===== src/rtl/display_buf.sv =====
// Display output buffer: CPU-written 7-bit characters are queued in a FIFO and
// drained one at a time to a UART transmitter over a start/done handshake.
// Optional LF -> CR,LF expansion is enabled by defining DISPLAY_BUF_CRLF_EXPAND_EN.
module display_buf #(
  parameter int DEPTH  = 16,
  parameter int ADDR_W = 4
) (
  input  logic       clk,
  input  logic       reset,
  input  logic       DSP_write_en,
  input  logic [6:0] DSP_data,
  input  logic       DSP_clear,
  output logic       DSP_status,
  output logic       buf_full,
  output logic       buf_empty,
  output logic       overflow,
  output logic [7:0] tx_data,
  output logic       tx_start,
  input  logic       tx_busy,
  input  logic       tx_done
);

  localparam logic IDLE = 1'b0;
  localparam logic WAIT = 1'b1;
  localparam logic [ADDR_W:0] FULL_COUNT = (ADDR_W + 1)'(DEPTH);

  logic [6:0]        mem [DEPTH];
  logic [ADDR_W-1:0] wr_ptr;
  logic [ADDR_W-1:0] rd_ptr;
  logic [ADDR_W:0]   count;
  logic              state;
  logic [6:0]        head;
  logic              wr_accept;
  logic              send;
  logic              pop;
  logic [7:0]        send_byte;

`ifdef DISPLAY_BUF_CRLF_EXPAND_EN
  logic crlf_pending;
  logic expand;
`endif

  assign buf_full   = (count == FULL_COUNT);
  assign buf_empty  = (count == '0);
  assign DSP_status = !buf_full;
  assign head       = mem[rd_ptr];

  // NOTE: every signal assigned in always_comb gets a default first, so no path can infer a latch.
  always_comb begin
    wr_accept = DSP_write_en && !buf_full;
    send      = (state == IDLE) && !buf_empty && !tx_busy;
    pop       = send;
    send_byte = {1'b0, head};
`ifdef DISPLAY_BUF_CRLF_EXPAND_EN
    expand = (head == 7'h0A) && !crlf_pending;
    if (expand) begin
      pop       = 1'b0;
      send_byte = 8'h0D;
    end
`endif
  end

  // NOTE: the character storage has no reset; pointers and count alone define which entries are valid.
  always_ff @(posedge clk) begin
    if (!reset && !DSP_clear && wr_accept) begin
      mem[wr_ptr] <= DSP_data;
    end
  end

  // NOTE: sequential state uses non-blocking assignments so every register samples pre-edge values.
  always_ff @(posedge clk) begin
    if (reset) begin
      wr_ptr   <= '0;
      rd_ptr   <= '0;
      count    <= '0;
      state    <= IDLE;
      tx_start <= 1'b0;
      overflow <= 1'b0;
      tx_data  <= '0;
`ifdef DISPLAY_BUF_CRLF_EXPAND_EN
      crlf_pending <= 1'b0;
`endif
    end else if (DSP_clear) begin
      // tx_data deliberately keeps the last byte handed to the transmitter
      wr_ptr   <= '0;
      rd_ptr   <= '0;
      count    <= '0;
      state    <= IDLE;
      tx_start <= 1'b0;
      overflow <= 1'b0;
`ifdef DISPLAY_BUF_CRLF_EXPAND_EN
      crlf_pending <= 1'b0;
`endif
    end else begin
      if (wr_accept) begin
        wr_ptr <= wr_ptr + ADDR_W'(1);
      end else if (DSP_write_en) begin
        overflow <= 1'b1;
      end

      if (pop) begin
        rd_ptr <= rd_ptr + ADDR_W'(1);
      end

      case ({wr_accept, pop})
        2'b10:   count <= count + 1'b1;
        2'b01:   count <= count - 1'b1;
        default: count <= count;
      endcase

      case (state)
        IDLE: begin
          if (send) begin
            tx_data  <= send_byte;
            tx_start <= 1'b1;
            state    <= WAIT;
`ifdef DISPLAY_BUF_CRLF_EXPAND_EN
            crlf_pending <= expand;
`endif
          end else begin
            tx_start <= 1'b0;
          end
        end
        default: begin
          tx_start <= 1'b0;
          if (tx_done) begin
            state <= IDLE;
          end
        end
      endcase
    end
  end

endmodule


===== config.mk =====
export PLATFORM = sky130hd
export DESIGN_NAME = display_buf
export DESIGN_NICKNAME = d
export VERILOG_FILES = /design/src/rtl/display_buf.sv
export SDC_FILE = /design/constraint.sdc
export NUM_CORES = 1
export LEC_CHECK = 0
export CORE_MARGIN = 2
export CORE_UTILIZATION = 44
export CTS_CLUSTER_DIAMETER = 60
export CTS_CLUSTER_SIZE = 28
export DETAILED_ROUTE_END_ITERATION = 10
export DONT_BUFFER_PORTS = 1
export SLEW_MARGIN = 20
export SYNTH_ARGS = -nofsm -noshare
export SYNTH_HDL_FRONTEND = slang
export SYNTH_SLANG_ARGS = --single-unit

===== constraint.sdc =====
create_clock -name clk -period 3.77 [get_ports clk]
set_clock_uncertainty 0.15 [all_clocks]
set_input_delay 0.1885 -clock clk [delete_from_list [all_inputs] [get_ports clk]]
set_output_delay 0.1885 -clock clk [all_outputs]
set_load 0.1 [all_outputs]

==> results.py, run 1 <==
metrics = {
    "clocking": {
        "numClockSinks": 135,
        "clkLatencyLatePin_ns": 0.41,
        "cts_buffers": 17,
        "path_clk_slew_ns": 0.06,
        "cts_resized": 0,
        "cts_tree": "done",
        "cts_root_buf": "clkbuf_16",
        "htree_levels": 4,
        "postCtsHoldBufs": 11,
        "postCtsSetupBuffers": 0,
        "cts.path.max_buffers": 2,
    },
    "placement": {
        "dp_cells": 466,
        "dp_hpwl_um": 6580,
        "io_buffers": 0,
        "gp_congestion": 0.753,
    },
    "logic_synthesis": {
        "synth_area_um2": 5450,
        "avgSynthCellArea_um2": 17.7,
        "netlist_instances": 308,
        "synth_cell_type_count": 38,
        "synthArstFlopShare": 0,
        "ys.flop_type": "edfxtp_1",
        "synth_fp_nets": 331,
        "ys_warn_count": 0,
        "ys_seq_area_frac": 0.701,
        "synth_edf_count": 112,
        "ys_ff_latch": 135,
    },
    "global_routing": {
        "grt-ovfl-total": 0,
        "antenna_found_initial": 0,
        "grtUsageTotal": 0.170,
        "grt_first_pass_wirelength_um": 15800,
        "grt_max_degree": 31,
        "grt_pass1_vias": 2706,
    },
    "routing": {
        "wl_met1_um": 4550,
        "drt-vias-per-instance": 5.27,
        "met3_length_um": 693,
        "top_layer": "met4",
        "met2_wirelength_um": 5170,
        "drt_wl_total_um": 10500,
        "antenna_left": 0,
        "drc": 0,
        "wl_per_cell_um": 20.6,
        "firstDrtPassIters": 4,
        "via_count": 2680,
        "drt_iter0_markers": 223,
    },
    "setup_path": {
        "worstSetupPathType": "flip-flop to flip-flop",
        "r2r_end": "count[4]",
        "cp-start-kind": "flip-flop",
        "rr_startpoint": "count[0]",
        "cp.required_ns": 3.96,
        "endpoint_kind": "flip-flop",
        "critPathArrivalTime_ns": 3.24,
        "critPathSlowestCell": "or4_4",
        "cp_common_cell": "mux2i_1",
        "path_cells": "or4_4 > o21ai_4 > inv_1 > ha_1 > fa_1 > a21o_1 > a21oi_1 > mux2i_1 > mux2i_1",
        "rr_worst_depth": 9,
        "reg2reg_slack_ns": 0.72,
        "cpPeakStageDelay_ns": 0.66,
        "worstPathMaxFanout": 8,
    },
    "sta": {
        "hold_viol": 0,
        "setup_tns_ns": 0,
        "rsz0062_at_grt": "false",
        "slew_headroom": 0.263,
        "finalCriticalPeriod_ns": 3.05,
        "setup_viol": 0,
        "fmax_ghz": 0.328,
        "tightest_slew_ns": 1.10,
        "finalCritPeriodShare": 0.809,
        "finalMaxSlewViolations": 0,
    },
    "cells_and_area": {
        "instances_no_fill": 509,
        "syn_to_final_growth_pct": 16.3,
        "drive_gt1_frac": 0.211,
        "insertedDiodeCount": 0,
        "final_common_cell": "edfxtp_1",
        "nets": 351,
        "layout_common_cells": "edfxtp_1 (112), nor2_1 (35), mux4_2 (28)",
    },
    "floorplan": {
        "die_w_um": 115,
        "initial_core_util": 0.452,
        "die_h_um": 115,
        "core_area_um2": 12100,
        "num_rows": 40,
        "io_pins": 26,
        "fp.dieArea_um2": 13300,
    },
    "hold_path": {
        "holdPathEnd": "tx_start",
        "whs_path_depth": 3,
        "hold_path_class": "primary input to flip-flop",
        "hold_start": "tx_busy",
    },
    "power_and_ir_drop": {
        "power_density_nw_per_um2": 537,
        "ir_drop_uv": 553,
        "leakage_uw": 0.00212,
    },
    "job": {
        "cap_violations": 0,
    },
    "status": {
        "status": "finished clean",
    },
}
==> cells by family (layout without fill, tap and decap cells) <==
group           Yosys count  count (layout)  synth area share
flops                   135             135             0.701
fa+ha+maj                10              10            0.0243
buf+inv                  20              53            0.0167
mux                      47              47             0.150
compound gates           31              31            0.0491
xor+xnor                  9               9            0.0145
other cells               1               1          0.000688
simple gates             55              55            0.0431
==> cells in the mapped netlist (2+ instances only) <==
library cell | instances | area [µm²]
clkbuf_1 | 7 | 26.3
xnor2_1 | 2 | 17.5
nand2_1 | 8 | 30.0
buf_2 | 4 | 20.0
edfxtp_1 | 112 | 3360
o211ai_1 | 3 | 22.5
a21o_1 | 9 | 67.6
o22ai_1 | 7 | 43.8
ha_1 | 9 | 113
mux2i_1 | 19 | 190
inv_1 | 6 | 22.5
mux4_2 | 28 | 631
xor2_1 | 7 | 61.3
and3_1 | 2 | 12.5
nand3_1 | 2 | 10.0
dfxtp_1 | 23 | 460
a21oi_1 | 4 | 20.0
nor2_1 | 36 | 135
==> critical path, delay by kind of cell (launching register included) <==
kind	cells	cell delay, ns
compound gates	3	0.59
mux	2	0.42
flops	1	0.36
simple gates	1	0.66
fa+ha+maj	2	0.70
buf+inv	1	0.08
==> per-layer routing <==
| layer | global-route usage | vias up |
|---|---|---|
| li1 | - | 1243 |
| met1 | 0.230 | 1356 |
| met2 | 0.262 | 75 |
| met3 | 0.0580 | 6 |
| met4 | 0.0554 | 0 |
| met5 | 0 | - |
==> area by class of cell <==
| type | instances | area (µm²) |
|---|---|---|
| Inverter | 6 | 22.5 |
| Clock buffer | 17 | 425 |
| Multi-Input combinational cell | 153 | 1540 |
| Sequential cell | 135 | 3820 |
| Clock inverter | 15 | 168 |
| Fill cell | 946 | 5720 |
| Timing Repair Buffer | 15 | 153 |
| Tap cell | 168 | 210 |
==> flip-flops by register name, summed over array words and instances, names as in the netlist <==
| signal | flops |
|---|---|
| mem | 112 |
| tx_data | 7 |
| count | 5 |
| rd_ptr | 4 |
| wr_ptr | 4 |
| overflow | 1 |
| state | 1 |
| tx_start | 1 |
==> through the flow <==
stage / utilization / cell area (µm²) / hold slack (ns) / worst slack [ns] / power, µW
finish: 0.526 / 6340 / 0.0225 / 0.721 / 3410
CTS: 0.526 / 6340 / 0.00442 / 0.722 / 3430
global route: 0.526 / 6340 / 0.0358 / 0.574 / 3510
global placement: 0.468 / 5640 / 0.138 / 0.780 / 1760
detailed placement: 0.468 / 5640 / 0.138 / 0.748 / 1760
floorplan: - / 5450 / 0.137 / 0.896 / 1750
==> worst max path at each step <==
stage          startpoint        to  slack [ns]
2_1_floorplan    count[0]  count[4]        0.90
3_3_place_gp     count[0]  count[4]        0.78
3_5_place_dp     count[0]  count[4]        0.75
4_1_cts          count[0]  count[4]        0.72
5_1_grt          count[0]  count[4]        0.57
6_report         count[0]  count[4]        0.72
==> power by group <==
| part | switching [µW] | internal [µW] | leakage, µW |
|---|---|---|---|
| Sequential | 25.7 | 1620 | 0.00119 |
| Combinational | 74.2 | 34.5 | 0.000639 |
| Clock | 661 | 989 | 0.000286 |
(Power assumes the default switching activity.)
==> inputs of run 2 (changes only) <==
- ABC_AREA: default -> 1
- clock period: 3.77 -> 2.47 ns (I/O delays scaled with it)
==> run 2 against run 1 <==
Clock power is 38% higher. Utilization increased by 0.15 points. Total power rose by 58%. Sequential cell count unchanged. Critical endpoint unchanged. Sequential power increased by 53%. Cell count rose by 64%. Non-clock buffer count up 26. Setup slack worse by 0.46 ns. First-iteration DRC count grew 51%. Fmax up 38%. Worst hold slack gained 0.26 ns.
==> results.py, run 2 <==
metrics = {
    "status": {
        "status": "finished clean",
    },
    "sta": {
        "fmax_ghz": 0.453,
        "finalMaxSlewViolations": 0,
        "slew_headroom": 0.380,
        "setup_slack_ns": 0.263,
        "hold_viol": 0,
        "finalCritPeriodShare": 0.894,
        "finalCriticalPeriod_ns": 2.21,
        "setup_viol": 0,
        "rsz0062_at_grt": "false",
        "tightest_slew_ns": 0.929,
    },
    "hold_path": {
        "hold_start": "tx_done",
        "hold_path_class": "primary input to flip-flop",
    },
    "cells_and_area": {
        "drive_gt1_frac": 0.104,
        "syn_to_final_growth_pct": 17.4,
        "largest_register_ffs": 112,
        "instances_no_fill": 834,
        "top_regs": "mem (112), tx_data (7), count (5)",
        "fillers": 1174,
        "final_common_cell": "nand2_1",
        "layout_common_cells": "nand2_1 (192), edfxtp_1 (112), inv_1 (88)",
        "nets": 667,
        "top_register": "mem",
    },
    "setup_path": {
        "worstPathMaxFanout": 7,
        "worstSetupPathType": "flip-flop to flip-flop",
        "endpoint_kind": "flip-flop",
        "path_cells": "inv_1 > nand4_1 > nand2_2 > ha_4 > fa_1 > a21oi_1 > nor2_1 > nor2_1 > nand2_1 > nand2_1 > nand2_1 > a21oi_1",
        "rr_startpoint": "count[2]",
        "cp.required_ns": 2.67,
        "critPathLaunch": "count[2]",
        "critPathSlowestCell": "fa_1",
        "cp_num_buf_inv": 1,
        "cp_common_cell": "nand2_1",
        "cp-start-kind": "flip-flop",
        "critPathArrivalTime_ns": 2.41,
        "critPathTopFamily": "adder cells",
        "cpPeakStageDelay_ns": 0.40,
    },
    "placement": {
        "dp_hpwl_um": 8840,
        "dp_cells": 788,
        "gp_congestion": 0.866,
        "dp_slack_ns": 0.291,
        "io_buffers": 0,
    },
    "floorplan": {
        "num_rows": 42,
        "fp.dieArea_um2": 14400,
        "die_h_um": 120,
        "die_w_um": 120,
        "io_pins": 26,
        "core_area_um2": 13200,
        "initial_core_util": 0.449,
    },
    "logic_synthesis": {
        "ys_seq_area_frac": 0.645,
        "synth.most_common_cell": "nand2_1",
        "ys.flop_type": "edfxtp_1",
        "synthArstFlopShare": 0,
        "synth_area_um2": 5930,
        "synth_fp_nets": 632,
        "synthTopCellsByArea": "edfxtp_1 (57%), nand2_1 (12%), dfxtp_1 (7.8%)",
        "avgSynthCellArea_um2": 9.73,
        "synth.top_cell.area_share": 0.567,
        "ys_ff_latch": 135,
        "ys_warn_count": 0,
        "synth_area_leader_cell": "edfxtp_1",
        "netlist_instances": 609,
        "synth_edf_count": 112,
        "synth_cell_type_count": 22,
        "synthTopCellsByCount": "nand2_1 (192), edfxtp_1 (112), inv_1 (88), nand3_1 (86), nor2_1 (24)",
    },
    "global_routing": {
        "grt_first_pass_wirelength_um": 21800,
        "grt_max_degree": 32,
        "grt_pass1_vias": 4096,
        "grt-ovfl-total": 0,
        "antenna_found_initial": 2,
        "grtUsageTotal": 0.204,
    },
    "clocking": {
        "cts_tree": "done",
        "cts.path.max_buffers": 2,
        "path_clk_slew_ns": 0.05,
        "htree_levels": 4,
        "postCtsSetupBuffers": 0,
        "cts_buffers": 17,
        "numClockSinks": 135,
        "cts_root_buf": "clkbuf_16",
        "clkLatencyLatePin_ns": 0.42,
    },
    "routing": {
        "drc": 0,
        "wl_per_cell_um": 16.4,
        "antenna_left": 0,
        "drt-vias-per-instance": 5.09,
        "drt_wl_total_um": 13700,
        "drt_iter0_markers": 336,
        "firstDrtPassIters": 5,
        "via_count": 4242,
    },
    "power_and_ir_drop": {
        "ir_drop_uv": 446,
        "leakage_uw": 0.00292,
        "power_density_nw_per_um2": 774,
    },
    "job": {
        "cap_violations": 0,
    },
}
run 2: final timing paths:
kind / slack, ns / depth (start not counted) / end
worst max-delay path: 0.26 / 12 / count[4]
worst min-delay path: 0.28 / 4 / state
worst max register to register: 0.26 / 12 / count[4]
worst min register to register: 0.33 / 2 / state
run 2: per-stage QoR:
step	total power [µW]	utilization	cell area, µm²	hold WS, ns	setup TNS (ns)
2_1_floorplan	2980	-	5970	0.0724	-29.04
3_3_place_gp	3090	0.477	6290	0.0481	0
3_5_place_dp	3090	0.477	6290	0.0492	0
4_1_cts	5420	0.527	6960	0.266	0
5_1_grt	5560	0.528	6960	0.316	0
6_report	5380	0.528	6960	0.282	0
run 2: cell families (layout without fill, tap and decap cells):
group / after synthesis / in the layout / share of synthesized area
and+or+nand+nor: 309 / 309 / 0.217
buffers and inverters: 118 / 166 / 0.0804
xor gates and xnor gates: 6 / 6 / 0.00887
AOI/OAI and AO/OA: 30 / 30 / 0.0258
adders and majority gates: 10 / 10 / 0.0224
other: 1 / 2 / 0.000633
DFF: 135 / 135 / 0.645
run 2: layout make-up:
| cell class | count | area, µm² | area share |
|---|---|---|---|
| Antenna cell | 1 | 2.50 | 0.000360 |
| Clock buffer | 28 | 518 | 0.0744 |
| Clock inverter | 4 | 20.0 | 0.00288 |
| Inverter | 93 | 349 | 0.0502 |
| Multi-Input combinational cell | 356 | 1660 | 0.238 |
| Sequential cell | 135 | 3830 | 0.550 |
| Tap cell | 176 | 220 | 0.0316 |
| Timing Repair Buffer | 41 | 365 | 0.0525 |
run 2: timing repair:
| item | CTS | global route |
|---|---|---|
| hold buffers | 13 | 0 |
| resized for setup | 0 | 0 |
| endpoints found under the hold margin | 130 | 0 |
run 2: worst register-to-register path, delay by kind of cell, from the launching register on:
family                   cells  cell delay, ns
flip-flops                   1            0.38
buffers and inverters        1            0.09
AO/OA/AOI/OAI                2            0.29
adder cells (fa/ha/maj)      2            0.63
AND/OR/NAND/NOR              7            0.59
run 2: power breakdown:
part           switching, µW  total [µW]  internal [µW]
registers               24.6        2520           2500
logic                    432         584            153
clock network            863        2280           1420
run 2: per-layer routing:
metal | track usage | vias up | share of wire
li1 | - | 2043 | -
met1 | 0.264 | 2040 | 0.44
met2 | 0.327 | 133 | 0.48
met3 | 0.0485 | 24 | 0.054
met4 | 0.0926 | 2 | 0.022
met5 | 0 | - | 0.00095
